--- src/rtl/mem_access_ctrl.sv ---
// MEM-stage data-memory access controller: issues one request per load/store to a
// variable-latency data memory, stalls the front end until it answers, and feeds MEM/WB.
module mem_access_ctrl #(
  parameter int DATA_W   = 16,
  parameter int ADDR_W   = 16,
  parameter int MAX_WAIT = 15
) (
  input  logic              clk,
  input  logic              rst,
  input  logic              ex_memread,
  input  logic              ex_memwrite,
  input  logic [ADDR_W-1:0] ex_addr,
  input  logic [DATA_W-1:0] ex_wdata,
  output logic              stall,
  output logic              wb_bubble,
  output logic [DATA_W-1:0] mem_rdata_out,
  output logic              dm_enable,
  output logic              dm_wr,
  output logic [ADDR_W-1:0] dm_addr,
  output logic [DATA_W-1:0] dm_wdata,
  input  logic [DATA_W-1:0] dm_rdata,
  input  logic              dm_valid,
  output logic              err,
  output logic [1:0]        state_dbg
);

  // Memory handshake: dm_enable is a single-cycle request pulse carrying dm_wr/dm_addr/
  // dm_wdata; the memory answers with one dm_valid cycle (read data or write ack) at any
  // later point, including the pulse cycle itself. dm_valid outside BUSY is ignored.

  localparam int WCW = $clog2(MAX_WAIT + 1);
  localparam logic [WCW-1:0] WAIT_LAST = WCW'(MAX_WAIT - 1);

  typedef enum logic [1:0] {
    IDLE = 2'd0,
    BUSY = 2'd1,
    DONE = 2'd2
  } state_t;

  state_t         state;
  state_t         state_next;
  logic [WCW-1:0] wait_cnt;
  logic           req;
  logic           timeout;

  assign req       = ex_memread | ex_memwrite;
  assign timeout   = (state == BUSY) && !dm_valid && (wait_cnt == WAIT_LAST);
  assign state_dbg = state;
  assign wb_bubble = stall;

  always_comb begin
    state_next = state;
    stall      = 1'b0;
    case (state)
      IDLE: begin
        if (req) begin
          stall      = 1'b1;
          state_next = BUSY;
        end
      end
      BUSY: begin
        stall = 1'b1;
        if (dm_valid || timeout) state_next = DONE;
      end
      // The finished instruction leaves EX/MEM this edge; its request is still
      // visible here and must not start a second access.
      DONE: state_next = IDLE;
      default: state_next = IDLE;
    endcase
    if (rst) stall = 1'b0;
  end

  always_ff @(posedge clk) begin
    if (rst) begin
      state         <= IDLE;
      dm_enable     <= 1'b0;
      dm_wr         <= 1'b0;
      dm_addr       <= '0;
      dm_wdata      <= '0;
      mem_rdata_out <= '0;
      err           <= 1'b0;
      wait_cnt      <= '0;
    end else begin
      state     <= state_next;
      dm_enable <= 1'b0;
      case (state)
        IDLE: begin
          if (req) begin
            dm_addr   <= ex_addr;
            dm_wdata  <= ex_wdata;
            dm_wr     <= ex_memwrite;
            dm_enable <= 1'b1;
            wait_cnt  <= '0;
          end
        end
        BUSY: begin
          if (dm_valid) begin
            if (!dm_wr) mem_rdata_out <= dm_rdata;
          end else if (timeout) begin
            err           <= 1'b1;
            mem_rdata_out <= {DATA_W{1'b1}};
          end else begin
            wait_cnt <= wait_cnt + 1'b1;
          end
        end
        default: ;
      endcase
    end
  end

endmodule
--- config.mk ---
export PLATFORM = sky130hd
export DESIGN_NAME = mem_access_ctrl
export DESIGN_NICKNAME = d
export VERILOG_FILES = /design/src/rtl/mem_access_ctrl.sv
export SDC_FILE = /design/constraint.sdc
export NUM_CORES = 1
export LEC_CHECK = 0
export CELL_PAD_IN_SITES_DETAIL_PLACEMENT = 0
export CELL_PAD_IN_SITES_GLOBAL_PLACEMENT = 1
export CORE_ASPECT_RATIO = 1.4
export CORE_MARGIN = 2
export CORE_UTILIZATION = 29
export DETAILED_ROUTE_END_ITERATION = 16
export GPL_ROUTABILITY_DRIVEN = 0
export GPL_TIMING_DRIVEN = 0
export PLACE_DENSITY_LB_ADDON = 0.25
export RECOVER_POWER = 25
export SYNTH_ARGS = -nofsm -noshare
export SYNTH_HDL_FRONTEND = slang
export SYNTH_SLANG_ARGS = --single-unit
--- constraint.sdc ---
create_clock -name clk -period 2.15 [get_ports clk]
set_input_delay 0.43 -clock clk [delete_from_list [all_inputs] [get_ports clk]]
set_output_delay 0.43 -clock clk [all_outputs]
set_load 0.01 [all_outputs]
==> results_dict.tcl <==
set metrics [dict create \
    outcome "complete, no violations" \
    synth_top_area_cell "dfxtp_1" \
    drtIter0Drc 87 \
    vias_per_cell 4.83 \
    firstDrtPassIters 4 \
    antenna_found_initial 0 \
    portBuffers 107 \
    yosysSeqAreaShare 0.477 \
    wl_met1_um 3210 \
    synth_ff_type "dfxtp_1" \
    cts_buffer_depth 2 \
    worst_slew_pin_slew_ps 591 \
    synth_area_leaders "dfxtp_1 48%, a21oi_1 7.5%, nand3_1 6.9%" \
    wl_um 7140 \
    synth_top_area_share 0.477 \
    coreArea_um2 8100 \
    hold_buffers 0 \
    top_layer "met4" \
    drc 0 \
    die_h_um 111 \
    nets 449 \
    design_area_um2 3930 \
    crit_fanout 10 \
    clock_sinks 57 \
    syn-num-nets 330 \
    clkTransAtPathRegs_ps 50 \
    ys_ff_latch 57 \
    wire_per_inst_um 14.3 \
    async_flop_share 0 \
    grt_pass1_vias 2394 \
    wl_met2_um 3270 \
    p_leak_uw 0.00144 \
    final-setup-viol-count 0 \
    cts_root_buffer "clkbuf_16" \
    crit_type "in2out" \
    cp.required_ps 1720 \
    initial_core_util 0.295 \
    skew_ps 4.18 \
    wl_met3_um 524 \
    synthCells 275 \
    die_w_um 80.7 \
    dpl_worst_slack_ps -880 \
    finalCritPeriodShare 0.974 \
    cts_tree "built" \
    grt_pass1_wl_um 11500 \
    finalSetupTns_ps 0 \
    rows 39 \
    cts_made_buffers 9 \
    vias 2416 \
    drt.antenna.violating_nets 0 \
    ctsHtreeMaxLevel 3 \
    overflow 0 \
    hold_path.class "reg2reg" \
    vdd_drop_max_v 0.000404 \
    fmax_ghz 0.477 \
    final_max_slew_viol_count 0 \
    rrSetupSlack_ps 320 \
    die-area_um2 9000 \
    power.total_uw 3150 \
    dp_hpwl_um 5080 \
    area_growth_pct 64.2 \
    ys_types 35 \
    layout-drive-gt1-share 0.0854 \
    yosys_warnings 0 \
    drv_cap 0 \
    diodes 0 \
    synth_common_cells "57 x dfxtp_1, 36 x a21oi_1, 33 x nand3_1, 33 x o21ai_0, 24 x clkbuf_1" \
    clk_latency_ps 320 \
    cp-start-kind "input port" \
    mappedNetlistArea_um2 2390 \
    cp-end-kind "output pin" \
    place_area_um2 3590 \
    synth_edf_count 0 \
    arrival_ps 1660 \
    grt_max_degree 11 \
    whs_ps 455 \
    setup_ws_ps 55.5 \
    io_pins 108 \
    synth.most_common_cell "dfxtp_1" \
    avgSynthCellArea_um2 8.69 \
    rsz0062_at_grt "no" \
    grtUsageTotal 0.164 \
    hold_viol_final 0 \
    min_period_ps 2090 \
    power_density_nw_per_um2 802 \
    maxSlewHeadroom 0.606 \
]
[repair_timing]
action	in CTS	in global routing
buffers inserted	1	1
endpoints found under the setup margin	2	1
pin swaps	1	2
resized for setup	13	1
[flip-flops by register name (all words and copies together) (netlist names)]
| name | cells |
|---|---|
| dm_enable | 1 |
| dm_wdata | 16 |
| state_dbg | 2 |
| dm_addr | 16 |
| mem_rdata_out | 16 |
| dm_wr | 1 |
| wait_cnt | 4 |
| err | 1 |
[report_power, final]
part           leakage, uW  internal [uW]  switching, uW
clock network     0.000148            948            462
logic             0.000826            300            258
registers         0.000468           1140           39.5
total              0.00144           2390            759
[cell families after synthesis]
logic type	Yosys count	share of synthesized area
AOI/OAI and AO/OA	92	0.237
and+or+nand+nor	89	0.207
DFF	57	0.477
buffers and inverters	34	0.0644
adders and majority gates	2	0.0105
muxes	1	0.00419
[cells in the final DEF (no fill, tap or decap), drive strengths merged, types with 2 or more instances in the layout]
| cell type | n |
|---|---|
| nor3b | 16 |
| or2 | 2 |
| clkbuf | 36 |
| nor2 | 21 |
| o221ai | 2 |
| nand3 | 33 |
| or3b | 2 |
| dfxtp | 57 |
| nor3 | 2 |
| clkinv | 2 |
| a21oi | 36 |
| nand2b | 2 |
| nand2 | 2 |
| or3 | 2 |
| inv | 3 |
| ha | 2 |
| clkdlybuf4s50 | 81 |
| a211oi | 16 |
| o21ai | 33 |
| buf | 8 |
| dlygate4sd3 | 21 |
| dlygate4sd2 | 4 |
[routing by layer]
metal  global-route usage  up-vias
li1                     -     1229
met1                0.200     1088
met2                0.263       86
met3               0.0470       13
met4               0.0746        0
met5                    0        -
[final timing paths]
kind / startpoint / end / cells past startpoint
worst max-delay path: ex_memwrite / wb_bubble / 6
worst min-delay path: err / err / 2
worst max register to register: state_dbg[0] / dm_wdata[10] / 6
worst min register to register: err / err / 2
[critical path: stages]
cell and delay (ps):
dlygate4sd2_1 260, or2_4 270, clkbuf_16 160, o21a_1 200, buf_4 130, clkdlybuf4s15_1 220
[per-stage QoR]
| step | std cells | utilization |
|---|---|---|
| final | 500 | 0.485 |
| after global routing | 500 | 0.485 |
| after CTS | 499 | 0.484 |
| after detailed placement | 484 | 0.443 |
| after global placement | 484 | 0.443 |
| after floorplan | 275 | - |
[layout make-up]
type	count	area, um^2
Fill cell	851	4180
Tap cell	102	128
Clock buffer	12	256
Clock inverter	3	40.0
Multi-Input combinational cell	184	1100
Sequential cell	57	1140
Timing Repair Buffer	109	1080
Buffer	30	169
Inverter	3	11.3
No activity file was read; power rests on OpenSTA's default activity.
